`config.mk`:
```
export PLATFORM = sky130hd
export DESIGN_NAME = rs_line_1_to_16_flat
export DESIGN_NICKNAME = d
export VERILOG_FILES = /design/src/rtl/rs_line_1_to_16_pkg.sv /design/src/rtl/rs_line_1_to_16_if.sv /design/src/rtl/rs_line_1_to_16_rs_block_rr_ptr.sv /design/src/rtl/rs_line_1_to_16.sv /design/src/flat_wrapper.sv
export SDC_FILE = /design/constraint.sdc
export NUM_CORES = 1
export LEC_CHECK = 0
export ABC_CLOCK_PERIOD_IN_PS = 3300
export BUFFER_PORTS_ARGS = -buffer_cell sky130_fd_sc_hd__buf_2
export CORE_AREA = 2 2 213 215
export CTS_BUF_LIST = sky130_fd_sc_hd__clkbuf_16
export CTS_CLUSTER_DIAMETER = 50
export DETAILED_ROUTE_END_ITERATION = 6
export DIE_AREA = 0 0 215 217
export SLEW_MARGIN = 40
export SYNTH_ARGS = -nofsm -noshare
export SYNTH_HDL_FRONTEND = slang
export SYNTH_HIERARCHICAL = 1
export SYNTH_SLANG_ARGS = --single-unit
```
`constraint.sdc`:
```
create_clock -name clk -period 3.3 [get_ports clk]
set_input_delay 0.165 -clock clk [delete_from_list [all_inputs] [get_ports clk]]
set_output_delay 0.165 -clock clk [all_outputs]
set_load 0.05 [all_outputs]
```
`src/rtl/rs_line_1_to_16_pkg.sv`:
```
// Shared width helpers for the RS encoder datapath (distributor, pointer, reducer).
// Index widths never collapse to zero bits, even for a single unit or a single line per block.
package rs_encoder_pkg;

    localparam int DEF_NUM_RS_UNITS = 16;
    localparam int DEF_DATA_W       = 256;
    localparam int DEF_NUM_LINES    = 8;

    function automatic int idx_w(input int n);
        return (n > 1) ? $clog2(n) : 1;
    endfunction

    function automatic int rs_unit_idx_w(input int num_rs_units);
        return idx_w(num_rs_units);
    endfunction

    function automatic int line_cnt_w(input int num_lines);
        return idx_w(num_lines);
    endfunction

endpackage

```
`src/rtl/rs_line_1_to_16_if.sv`:
```
// Bundle of the upstream line handshake and the per-unit encoder handshake.
// master: the distributor's view. slave: the surrounding environment's view.
interface rs_line_1_to_16_if
    import rs_encoder_pkg::*;
#(
    parameter int NUM_RS_UNITS = DEF_NUM_RS_UNITS,
    parameter int DATA_W       = DEF_DATA_W
);
    localparam int UNIT_W = rs_unit_idx_w(NUM_RS_UNITS);

    logic                    src_dist_line_val;
    logic [DATA_W-1:0]       src_dist_line;
    logic                    dist_src_line_rdy;
    logic [NUM_RS_UNITS-1:0] dist_encoder_line_vals;
    logic [DATA_W-1:0]       dist_encoder_line;
    logic [NUM_RS_UNITS-1:0] encoder_dist_line_rdys;
    logic [UNIT_W-1:0]       dist_cur_unit;

    modport master (
        input  src_dist_line_val,
        input  src_dist_line,
        output dist_src_line_rdy,
        output dist_encoder_line_vals,
        output dist_encoder_line,
        input  encoder_dist_line_rdys,
        output dist_cur_unit
    );

    modport slave (
        output src_dist_line_val,
        output src_dist_line,
        input  dist_src_line_rdy,
        input  dist_encoder_line_vals,
        input  dist_encoder_line,
        output encoder_dist_line_rdys,
        input  dist_cur_unit
    );

endinterface

```
`src/rtl/rs_line_1_to_16_rs_block_rr_ptr.sv`:
```
// Block-granular round-robin pointer: stays on one unit for NUM_LINES advances, then moves on.
// The reducer instantiates the same counter so dispatch and drain order agree by construction.
module rs_block_rr_ptr
    import rs_encoder_pkg::*;
#(
    parameter int NUM_RS_UNITS = DEF_NUM_RS_UNITS,
    parameter int NUM_LINES    = DEF_NUM_LINES,
    localparam int UNIT_W      = rs_unit_idx_w(NUM_RS_UNITS),
    localparam int CNT_W       = line_cnt_w(NUM_LINES)
) (
    input  logic              clk,
    input  logic              rst,
    input  logic              advance,
    output logic [UNIT_W-1:0] cur_unit
);

    localparam logic [CNT_W-1:0]  LAST_LINE = CNT_W'(NUM_LINES - 1);
    localparam logic [UNIT_W-1:0] LAST_UNIT = UNIT_W'(NUM_RS_UNITS - 1);

    logic [CNT_W-1:0]  line_cnt_q, line_cnt_d;
    logic [UNIT_W-1:0] wr_unit_q, wr_unit_d;

    // Count lines within the block; on the last line move to the next unit, wrapping by explicit compare.
    always_comb begin
        line_cnt_d = line_cnt_q;
        wr_unit_d  = wr_unit_q;
        if (advance) begin
            if (line_cnt_q == LAST_LINE) begin
                line_cnt_d = '0;
                wr_unit_d  = (wr_unit_q == LAST_UNIT) ? '0 : wr_unit_q + UNIT_W'(1);
            end else begin
                line_cnt_d = line_cnt_q + CNT_W'(1);
            end
        end
    end

    // Pointer state; active-low synchronous reset restarts at unit 0, line 0.
    always_ff @(posedge clk) begin
        if (!rst) begin
            line_cnt_q <= '0;
            wr_unit_q  <= '0;
        end else begin
            line_cnt_q <= line_cnt_d;
            wr_unit_q  <= wr_unit_d;
        end
    end

    assign cur_unit = wr_unit_q;

endmodule

```
`src/rtl/rs_line_1_to_16.sv`:
```
// Line distributor ahead of the RS encoder array: whole blocks of lines go round-robin to the units.
// One registered output stage; a stalled target unit holds the line rather than skipping ahead,
// because the downstream reducer drains units in this exact order.
module rs_line_1_to_16
    import rs_encoder_pkg::*;
#(
    parameter int NUM_RS_UNITS = DEF_NUM_RS_UNITS,
    parameter int DATA_W       = DEF_DATA_W,
    parameter int NUM_LINES    = DEF_NUM_LINES,
    localparam int UNIT_W      = rs_unit_idx_w(NUM_RS_UNITS)
) (
    input  logic                 clk,
    input  logic                 rst,
    rs_line_1_to_16_if.master    bus
);

    localparam logic [NUM_RS_UNITS-1:0] ONE_HOT_BASE = NUM_RS_UNITS'(1);

    logic              out_val_q, out_val_d;
    logic [DATA_W-1:0] out_data_q, out_data_d;
    logic [UNIT_W-1:0] out_unit_q, out_unit_d;
    logic [UNIT_W-1:0] wr_unit;
    logic              out_fire;
    logic              in_fire;
    logic              src_rdy;

    // Only the targeted unit's ready matters; the register frees up in the same cycle it drains.
    assign out_fire = out_val_q & bus.encoder_dist_line_rdys[out_unit_q];
    assign src_rdy  = ~out_val_q | out_fire;
    assign in_fire  = bus.src_dist_line_val & src_rdy;

    rs_block_rr_ptr #(
        .NUM_RS_UNITS (NUM_RS_UNITS),
        .NUM_LINES    (NUM_LINES)
    ) u_ptr (
        .clk      (clk),
        .rst      (rst),
        .advance  (in_fire),
        .cur_unit (wr_unit)
    );

    // Load a new line on input handshake (even while draining), otherwise drop valid once drained.
    always_comb begin
        out_val_d  = out_val_q;
        out_data_d = out_data_q;
        out_unit_d = out_unit_q;
        if (in_fire) begin
            out_val_d  = 1'b1;
            out_data_d = bus.src_dist_line;
            out_unit_d = wr_unit;
        end else if (out_fire) begin
            out_val_d  = 1'b0;
        end
    end

    // Output register; reset discards any pending line.
    always_ff @(posedge clk) begin
        if (!rst) begin
            out_val_q  <= 1'b0;
            out_data_q <= '0;
            out_unit_q <= '0;
        end else begin
            out_val_q  <= out_val_d;
            out_data_q <= out_data_d;
            out_unit_q <= out_unit_d;
        end
    end

    assign bus.dist_src_line_rdy      = src_rdy;
    assign bus.dist_encoder_line_vals = out_val_q ? (ONE_HOT_BASE << out_unit_q) : '0;
    assign bus.dist_encoder_line      = out_data_q;
    assign bus.dist_cur_unit          = wr_unit;

endmodule

```
`src/flat_wrapper.sv`:
```
// flat-port wrapper written by rule: the top's interface ports become plain ports
module rs_line_1_to_16_flat import rs_encoder_pkg::*;
#(
    parameter int NUM_RS_UNITS = DEF_NUM_RS_UNITS,
    parameter int DATA_W       = DEF_DATA_W,
    parameter int NUM_LINES    = DEF_NUM_LINES,
    localparam int UNIT_W      = rs_unit_idx_w(NUM_RS_UNITS)
)
  (clk, rst, bus_src_dist_line_val, bus_src_dist_line, bus_dist_src_line_rdy, bus_dist_encoder_line_vals, bus_dist_encoder_line, bus_encoder_dist_line_rdys, bus_dist_cur_unit);
  rs_line_1_to_16_if #(.NUM_RS_UNITS(NUM_RS_UNITS), .DATA_W(DATA_W)) bus_i ();
  input  logic clk;
  input  logic rst;
  input wire logic [$bits(bus_i.src_dist_line_val)-1:0] bus_src_dist_line_val;
  input wire logic [$bits(bus_i.src_dist_line)-1:0] bus_src_dist_line;
  output wire logic [$bits(bus_i.dist_src_line_rdy)-1:0] bus_dist_src_line_rdy;
  output wire logic [$bits(bus_i.dist_encoder_line_vals)-1:0] bus_dist_encoder_line_vals;
  output wire logic [$bits(bus_i.dist_encoder_line)-1:0] bus_dist_encoder_line;
  input wire logic [$bits(bus_i.encoder_dist_line_rdys)-1:0] bus_encoder_dist_line_rdys;
  output wire logic [$bits(bus_i.dist_cur_unit)-1:0] bus_dist_cur_unit;
  assign bus_i.src_dist_line_val = bus_src_dist_line_val;
  assign bus_i.src_dist_line = bus_src_dist_line;
  assign bus_dist_src_line_rdy = bus_i.dist_src_line_rdy;
  assign bus_dist_encoder_line_vals = bus_i.dist_encoder_line_vals;
  assign bus_dist_encoder_line = bus_i.dist_encoder_line;
  assign bus_i.encoder_dist_line_rdys = bus_encoder_dist_line_rdys;
  assign bus_dist_cur_unit = bus_i.dist_cur_unit;
  rs_line_1_to_16 #(.NUM_RS_UNITS(NUM_RS_UNITS), .DATA_W(DATA_W), .NUM_LINES(NUM_LINES)) u_core (.clk(clk), .rst(rst), .bus(bus_i));
endmodule
```
* Word-level counts from Yosys, hierarchy flattened
Cells that the tools add are included.
** Word-level totals
- Bits in registers :: 268
- Output and inout port bits :: 277
- Bits of input ports :: 275
- Logic and storage cells :: 24
** Operators by class
- Mux-type cells :: 7
- Magnitude comparators :: 1
- $add $sub $neg :: 2
- Shifts and indexed selects :: 1
- Equal/unequal tests :: 2
- Bitwise operators :: 4
- Reduce and logical (&&, ||, !) cells :: 2
** Operators by type and width (number)
- 16-bit 2-to-1 mux :: 1
- 1-bit by 4-bit << shifter with 16-bit output (first input constant) :: 1
- 4-bit by 5-bit less-than comparator with 1-bit output (second input constant) :: 1
- 4-bit by 1-bit adder with 4-bit output (second input constant) :: 1
- 1-bit binary-select mux with 4-bit select :: 1
- 4-bit equality test (second input constant) :: 1
- 4-bit 2-to-1 mux :: 1
- 3-bit by 1-bit adder with 3-bit output (second input constant) :: 1
- 3-bit equality test (second input constant) :: 1
- 1-bit 2-to-1 mux :: 3
- 3-bit 2-to-1 mux :: 1
- 1-bit AND :: 2
- 2-bit AND reduction :: 1
- 2-bit nonzero test :: 1
- 1-bit inverter :: 1
- 1-bit bitwise OR :: 1

* Longest topological paths before layout
Gate-level depths: netlist of the first run.
- Depth after elaboration :: 6
- Gate-level depth with buffers :: 12
- Gate-level depth less buffers :: 7

* By module
Netlist of the first run, hierarchy kept.
** By module, submodules not included
- rs_line_1_to_16 :: sequential area each 5225.0 um2, times used 1, cells each 1173, area an instance 10645.2 um2
- rs_block_rr_ptr :: sequential area each 140.1 um2, times used 1, cells each 34, area an instance 345.3 um2

* Least setup slack after synthesis of the first run
OpenSTA, ideal clock, no wires.
- Path type :: reg-to-reg
- Start point :: reg u_core.out_unit_q[2]
- End point :: reg u_core.u_ptr.wr_unit_q[0], in the netlist u_core/u_ptr/cur_unit[0]
- Arrival time :: 2343 ps
- Clock period less this slack :: 2409 ps
- Setup slack :: 891 ps
- Buffers on the path :: 5
- Stages on the path, launching flop included :: 13
- Path through :: dfxtp_1 -> buf_4 -> nand2b_1 -> o22ai_1 -> a2111o_1 -> a31oi_1 -> buf_4 -> buf_8 -> buf_6 -> buf_6 -> nand2_2 -> a311o_1 -> a21boi_2
** Between the ends
- Word-level cells in the longest chain between the ends :: 6
** RTL lines
- start: declaration :: line rs_line_1_to_16.sv:21 : logic [UNIT_W-1:0] out_unit_q, out_unit_d;
- start signal: assignment :: line rs_line_1_to_16.sv:65 : out_unit_q <= out_unit_d;
- 1-bit binary-select mux with 4-bit select :: line rs_line_1_to_16.sv:28 : assign out_fire = out_val_q & bus.encoder_dist_line_rdys[out_unit_q];
- 1-bit 2-to-1 mux (not written as such) :: line rs_line_1_to_16.sv:28
- 1-bit AND :: line rs_line_1_to_16.sv:28
- 1-bit bitwise OR :: line rs_line_1_to_16.sv:29 : assign src_rdy = ~out_val_q | out_fire;
- 1-bit AND :: line rs_line_1_to_16.sv:30 : assign in_fire = bus.src_dist_line_val & src_rdy;
- named net u_core.in_fire :: line rs_line_1_to_16.sv:24 : logic in_fire;
- 2-bit AND reduction (no line)
- end signal: assignment :: line rs_line_1_to_16_rs_block_rr_ptr.sv:44 : wr_unit_q <= wr_unit_d;
- end: declaration :: line rs_line_1_to_16_rs_block_rr_ptr.sv:21 : logic [UNIT_W-1:0] wr_unit_q, wr_unit_d;
The timed path passes the listed nets, and every way through them passes these cells. The select of a mux whose other input is x is not followed.
A chain may end at the register's enable or synchronous reset.

* Final worst setup path of the first run
- Start point :: reg u_core.out_unit_q[1]
- End point :: reg u_core.out_data_q[135], in the netlist u_core/bus.dist_encoder_line[135]
** Between the ends
- Word-level cells in the longest chain between the ends :: 5
** RTL lines
- 1-bit binary-select mux with 4-bit select :: line rs_line_1_to_16.sv:28
- 1-bit 2-to-1 mux (not written as such) :: line rs_line_1_to_16.sv:28
- 1-bit AND :: line rs_line_1_to_16.sv:28
- 1-bit bitwise OR :: line rs_line_1_to_16.sv:29
- 1-bit AND :: line rs_line_1_to_16.sv:30
- end signal: assignment :: line rs_line_1_to_16.sv:64 : out_data_q <= out_data_d;
- end: declaration :: line rs_line_1_to_16.sv:20 : logic [DATA_W-1:0] out_data_q, out_data_d;
Every way passes these cells. The select of a mux whose other input is x is not followed.

==> results of run 1 <==
==> synthesized netlist by cell type (all sizes together), types with 2 or more instances <==
master | number | area share, %
a21boi | 4 | 0.31
a21oi | 2 | 0.091
and2 | 2 | 0.11
buf | 33 | 3.5
clkbuf | 58 | 2.0
dfxtp | 268 | 49
ha | 3 | 0.34
mux2 | 3 | 0.31
mux2i | 263 | 24
nand2 | 524 | 18
nand2b | 4 | 0.23
nand3 | 5 | 0.23
nand3b | 3 | 0.20
nor2 | 14 | 0.48
nor2b | 3 | 0.17
nor3 | 4 | 0.18
==> final cells by class <==
| type | instances | share of cell area [%] |
|---|---|---|
| inverter | 1 | 0.0208 |
| clock buffer | 37 | 5.13 |
| multi-input combinational | 847 | 27.9 |
| clock inverter | 25 | 1.36 |
| sequential | 268 | 29.7 |
| timing repair buffer | 840 | 31.7 |
| tap | 600 | 4.16 |
==> cells in the final DEF, fill, tap and decap left out, drive strengths merged, types with 2 or more instances in the layout <==
| cell type | instances |
|---|---|
| buf | 583 |
| nand2 | 524 |
| dfxtp | 268 |
| mux2i | 263 |
| dlygate4sd3 | 257 |
| clkbuf | 37 |
| nor2 | 14 |
| clkinv | 11 |
| inv | 10 |
| nand3 | 5 |
| bufinv | 4 |
| nand2b | 4 |
| nor3 | 4 |
| a21boi | 4 |
| mux2 | 3 |
| nor2b | 3 |
| nand3b | 3 |
| ha | 3 |
| and2 | 2 |
| a21oi | 2 |
==> where the power goes <==
group | total [mW] | leakage (nW) | internal [mW] | switching, mW
clock network | 3.82 | 0.597 | 2.36 | 1.47
registers | 3.56 | 2.21 | 3.45 | 0.108
logic | 1.98 | 6.14 | 0.709 | 1.27
total | 9.36 | 8.94 | 6.51 | 2.84
==> what timing repair did <==
| action | 4_1_cts | 5_1_grt |
|---|---|---|
| setup buffers | 0 | 0 |
| endpoints found under the setup margin | 0 | 0 |
| gates resized for setup | 0 | 0 |
| hold buffers | 257 | 0 |
| endpoints found under the hold margin | 258 | 0 |
==> flip-flops by register name (all words and copies together) (netlist names) <==
register / flops
u_core/bus.dist_encoder_line: 256
u_core/out_unit_q: 4
u_core/out_val_q: 1
u_core/u_ptr/cur_unit: 4
u_core/u_ptr/line_cnt_q: 3
==> worst max-delay path by stage <==
stage,from,cells past startpoint,endpoint
detailed placement,u_core/out_unit_q[1],7,u_core/bus.dist_encoder_line[84]
finish,u_core/out_unit_q[1],7,u_core/bus.dist_encoder_line[135]
global route,u_core/out_unit_q[1],7,u_core/bus.dist_encoder_line[95]
global placement,u_core/out_unit_q[1],7,u_core/bus.dist_encoder_line[127]
CTS,u_core/out_unit_q[1],7,u_core/bus.dist_encoder_line[109]
floorplan,u_core/out_unit_q[2],12,u_core/u_ptr/cur_unit[0]
==> cell families after synthesis <==
logic type	after synthesis	share of synthesized area, %
and+or+nand+nor	561	19.7
buffers and inverters	92	5.51
xor gates and xnor gates	1	0.0797
DFF	268	48.8
adders and majority gates	3	0.342
muxes	267	24.5
AOI/OAI and AO/OA	15	1.10
==> through the flow <==
| stage | power [mW] | instances | cell area, um^2 | hold slack, ps |
|---|---|---|---|---|
| 2_1_floorplan | 4.85 | 1207 | 11000 | 287 |
| 3_3_place_gp | 5.32 | 2299 | 14300 | 410 |
| 3_5_place_dp | 5.34 | 2299 | 14300 | 417 |
| 4_1_cts | 9.46 | 2618 | 18100 | 177 |
| 5_1_grt | 9.73 | 2618 | 18100 | 213 |
| 6_report | 9.36 | 2618 | 18100 | 195 |
==> worst register-to-register path, stage by stage, from the launching register on <==
cell and delay, ps:
dfxtp_1 620, mux2_2 250, o22ai_1 70, a2111o_1 410, a31oi_4 410, buf_12 310
buf_12 290, mux2i_1 250
==> per-layer routing <==
metal  vias up  track usage (%)
met5         -                0
li1       5473                -
met4         0             7.59
met2       461             25.5
met3       116             4.07
met1      5061             16.1
==> flow_summary.toml, run 1 <==
[layout]
multi_input_area_um2 = 5030
fillCellCount = 4269
final_util_pct = 40.4
area_delta_synth_final_pct = 64.3
regArea_um2 = 5370
diodes = 0
final_layout_size_suffix_gt1_share_pct = 32.0
fin_nets = 2271

[min_path]
whs_path_depth = 3
holdPathEnd = "u_core/bus.dist_encoder_line[187]"
hold_path_class = "in2reg"
hp-start = "rst"

[drt]
met2_length_um = 17700
wl_per_cell_um = 13.9
dr_total_vias = 11111
m1WireLength_um = 14500
remaining_drc_errors = 0
dr_wl_met3_um = 2440
wl_um = 36300
route.top_layer_used = "met4"
ant_nets = 0
vias_per_cell = 4.24
dr.pass1.iters = 5
drt_iter0_markers = 572

[clock_network]
cts_root_buffer = "clkbuf_16"
clkTransAtPathRegs_ps = 60
cts_sinks = 268
cts_tree = "yes"
cts.path.max_buffers = 3
insertion_delay_ps = 520
cts_made_buffers = 35
cts-htree-levels = 2

[outcome]
run_status = "finished clean"

[logic_synthesis]
mappedNetlistArea_um2 = 11000
synth-seq-cells = 268
synth-async-reset-ratio_pct = 0
synthCells = 1207
ys_seq_area_share_pct = 48.8
ys.flop_type = "dfxtp_1"
synthDistinctLibCells = 35
yosysWarningCount = 6
synth_edf_count = 0
postSynthAreaPerCell_um2 = 9.11
synth_nets = 1485

[sta]
layout_setup_ws_ps = 601
tightest_slew_ps = 806
drv_slew = 0
slew_headroom_pct = 46.3
setup_viol = 0
fmax_mhz = 371
period_needed_ps = 2700
clock-skew-final_ps = 12.9
hold_viol_final = 0
rsz0062_at_grt = "false"
final.setup.tns_ps = 0
fin_crit_sh_pct = 81.8

[grt]
grt_pass1_vias = 11339
antenna_found_initial = 0
grt_start_max_net_pins = 127
grt_overflow = 0
grt_pass1_wl_um = 56100
track_usage_pct = 14.5

[pwr]
ir_drop_uv = 338
leakage_nw = 8.94
p_per_area_nw_per_um2 = 518

[worst_setup_path]
worst_ep_required_time_ps = 3730
startpoint_type = "flip-flop"
critPathTopFamily = "compound AO/OA/AOI/OAI gates"
worstSetupPathType = "reg2reg"
cp_max_fo = 32
timing.rr.start = "u_core/out_unit_q[1]"
r2r-end = "u_core/bus.dist_encoder_line[135]"
cpPeakStageDelay_ps = 620
crit_chain = "mux2_2, o22ai_1, a2111o_1, a31oi_4, buf_12, buf_12, mux2i_1"
cp.arrival_ps = 3130
rrSetupSlack_ps = 600
r2r_cells = 7
endpoint_kind = "flip-flop"
cp.buffers_inverters = 2
slowest_stage = "dfxtp_1"
path_common_cell = "buf_12"

[die]
die-area_um2 = 46700
fp.dieW_um = 215
start_util_pct = 24.6
io_pins = 552
die_y_um = 217
fp-row-count = 78
core-area_um2 = 44700

[placed_design]
finalWeightedCongestion = 0.852
io_buffers = 551
pre_cts_ws_ps = 655
dpl.hpwl_um = 23900

[run]
drv_cap = 0
(Power assumes the default switching activity.)
==> inputs of run 2 (changes only) <==
--- a/config.mk
+++ b/config.mk
@@ -5,7 +5,7 @@
 export SDC_FILE = /design/constraint.sdc
 export NUM_CORES = 1
 export LEC_CHECK = 0
-export ABC_CLOCK_PERIOD_IN_PS = 3300
+export ABC_CLOCK_PERIOD_IN_PS = 2200
 export BUFFER_PORTS_ARGS = -buffer_cell sky130_fd_sc_hd__buf_2
 export CORE_AREA = 2 2 213 215
 export CTS_BUF_LIST = sky130_fd_sc_hd__clkbuf_16
==> constraint.sdc (replaced) <==
create_clock -name clk -period 2.2 [get_ports clk]
set_input_delay 0.11 -clock clk [delete_from_list [all_inputs] [get_ports clk]]
set_output_delay 0.11 -clock clk [all_outputs]
set_load 0.05 [all_outputs]
==> flow_summary.toml, run 2 (same netlist as run 1, synthesis figures left out) <==
[outcome]
run_status = "finished clean"

[die]
fp-row-count = 78
io_pins = 552
die_y_um = 217
die-area_um2 = 46700
core-area_um2 = 44700
fp.dieW_um = 215
start_util_pct = 24.6

[worst_setup_path]
cp_max_fo = 41
worstSetupPathType = "reg2reg"
cp.buffers_inverters = 2
startpoint_type = "flip-flop"
r2r_cells = 7
crit_cells = 7
worst_ep_required_time_ps = 2630
critPathTopFamily = "compound AO/OA/AOI/OAI gates"
crit_chain = "nor2b_1, a211oi_2, a2111o_1, a31oi_4, buf_12, buf_16, mux2i_2"
endpoint_kind = "flip-flop"
cp.arrival_ps = 2610
cpPeakStageDelay_ps = 410
slowest_stage = "a2111o_1"

[layout]
fin_nets = 2305
multi_input_area_um2 = 5090
stdcell_count = 2650
area_delta_synth_final_pct = 67.4
fillCellCount = 4297
largest_register_ffs = 256
diodes = 0
final_area_um2 = 18400
final_layout_size_suffix_gt1_share_pct = 33.3
mostFrequentLayoutCell = "buf_2"
regArea_um2 = 5380
layout_common_cells = "549 x buf_2, 523 x nand2_1, 264 x dfxtp_1"

[sta]
tightest_slew_ps = 458
rsz0062_at_grt = "true"
period_needed_ps = 2180
final.setup.tns_ps = 0
setup_viol = 0
hold_viol_final = 0
slew_headroom_pct = 69.5
fmax_mhz = 458
fin_crit_sh_pct = 99.2
clock-skew-final_ps = 12.0
drv_slew = 0

[clock_network]
insertion_delay_ps = 520
cts_tree = "yes"
cts_root_buffer = "clkbuf_16"
clkTransAtPathRegs_ps = 60
cts-htree-levels = 2
cts_made_buffers = 35
cts.path.max_buffers = 3
cts_sinks = 268

[drt]
dr.pass1.iters = 5
vias_per_cell = 4.26
drt_iter0_markers = 419
dr_total_vias = 11295
wl_um = 37700
wl_per_cell_um = 14.2
ant_nets = 0
remaining_drc_errors = 0

[min_path]
whs_path_depth = 6
hold_path_class = "in2reg"

[grt]
grt_pass1_vias = 11435
antenna_found_initial = 0
grt_pass1_wl_um = 57200
grt_start_max_net_pins = 91
grt_overflow = 0
track_usage_pct = 15.0

[placed_design]
finalWeightedCongestion = 0.851
io_buffers = 551
dpl.hpwl_um = 24700
placed_area_um2 = 14500
dp_cells = 2323

[pwr]
leakage_nw = 9.12
finalPower_mw = 13.9
p_per_area_nw_per_um2 = 753
ir_drop_uv = 507

[run]
drv_cap = 0
run 2: changes by cell type in the layout (fill, tap and decap cells not counted), moves of 3 or more:
cell	previous run	this run
buf_12	12	7
dfxtp_1	268	264
clkbuf_16	37	41
buf_6	0	3
clkinv_1	3	7
buf_16	0	3
clkinv_4	4	1
buf_4	20	48
run 2: through the flow:
| step | util, % | hold slack [ps] | setup WS (ps) |
|---|---|---|---|
| 6_report | 41.2 | 311 | 16.8 |
| 3_5_place_dp | 32.4 | 364 | 2.37 |
| 3_3_place_gp | 32.4 | 357 | 52.6 |
| 5_1_grt | 41.2 | 310 | -66.9 |
| 4_1_cts | 40.8 | 273 | -15.4 |
| 2_1_floorplan | - | 237 | -44.2 |
run 2: repair_timing:
action                                 in CTS  in global routing
endpoints found under the hold margin     258                  0
cloned                                      0                  4
pin swaps                                   0                  2
hold buffers                              258                  0
resized for setup                          12                 10
setup endpoints to repair                  16                134
buffers inserted                            2                  3
run 2: routing by layer:
metal | up-vias | wire [um] | track usage [%]
met5 | - | 0 | 0
met4 | 0 | 1840 | 8.44
met3 | 126 | 2280 | 3.86
met2 | 410 | 18700 | 26.3
met1 | 5206 | 14900 | 16.4
li1 | 5553 | - | -
run 2: final cells by class:
type,instances,share of cell area (%)
clock inverter,23,0.932
multi-input combinational,847,27.7
inverter,1,0.0204
timing repair buffer,874,33.0
tap,600,4.08
clock buffer,37,5.03
sequential,268,29.2
run 2: path summary, 6_finish.rpt:
kind,slack (ps),from,to
setup reg to reg,20,u_core/out_unit_q[1],u_core/bus.dist_encoder_line[110]
setup / recovery,20,u_core/out_unit_q[1],u_core/bus.dist_encoder_line[110]
hold reg to reg,450,u_core/bus.dist_encoder_line[128],u_core/bus.dist_encoder_line[128]
hold / removal,310,bus_encoder_dist_line_rdys[11],u_core/out_val_q
run 2: report_power, final:
group	switching (mW)	internal, mW
Clock	2.19	3.28
Sequential	0.169	5.17
Combinational	1.93	1.12
run 2: worst min-delay path, delay by kind of cell:
family                 cells  cell delay [ps]
AOI/OAI and AO/OA          2              210
and+or+nand+nor            1               70
muxes                      1              170
buffers and inverters      2              220
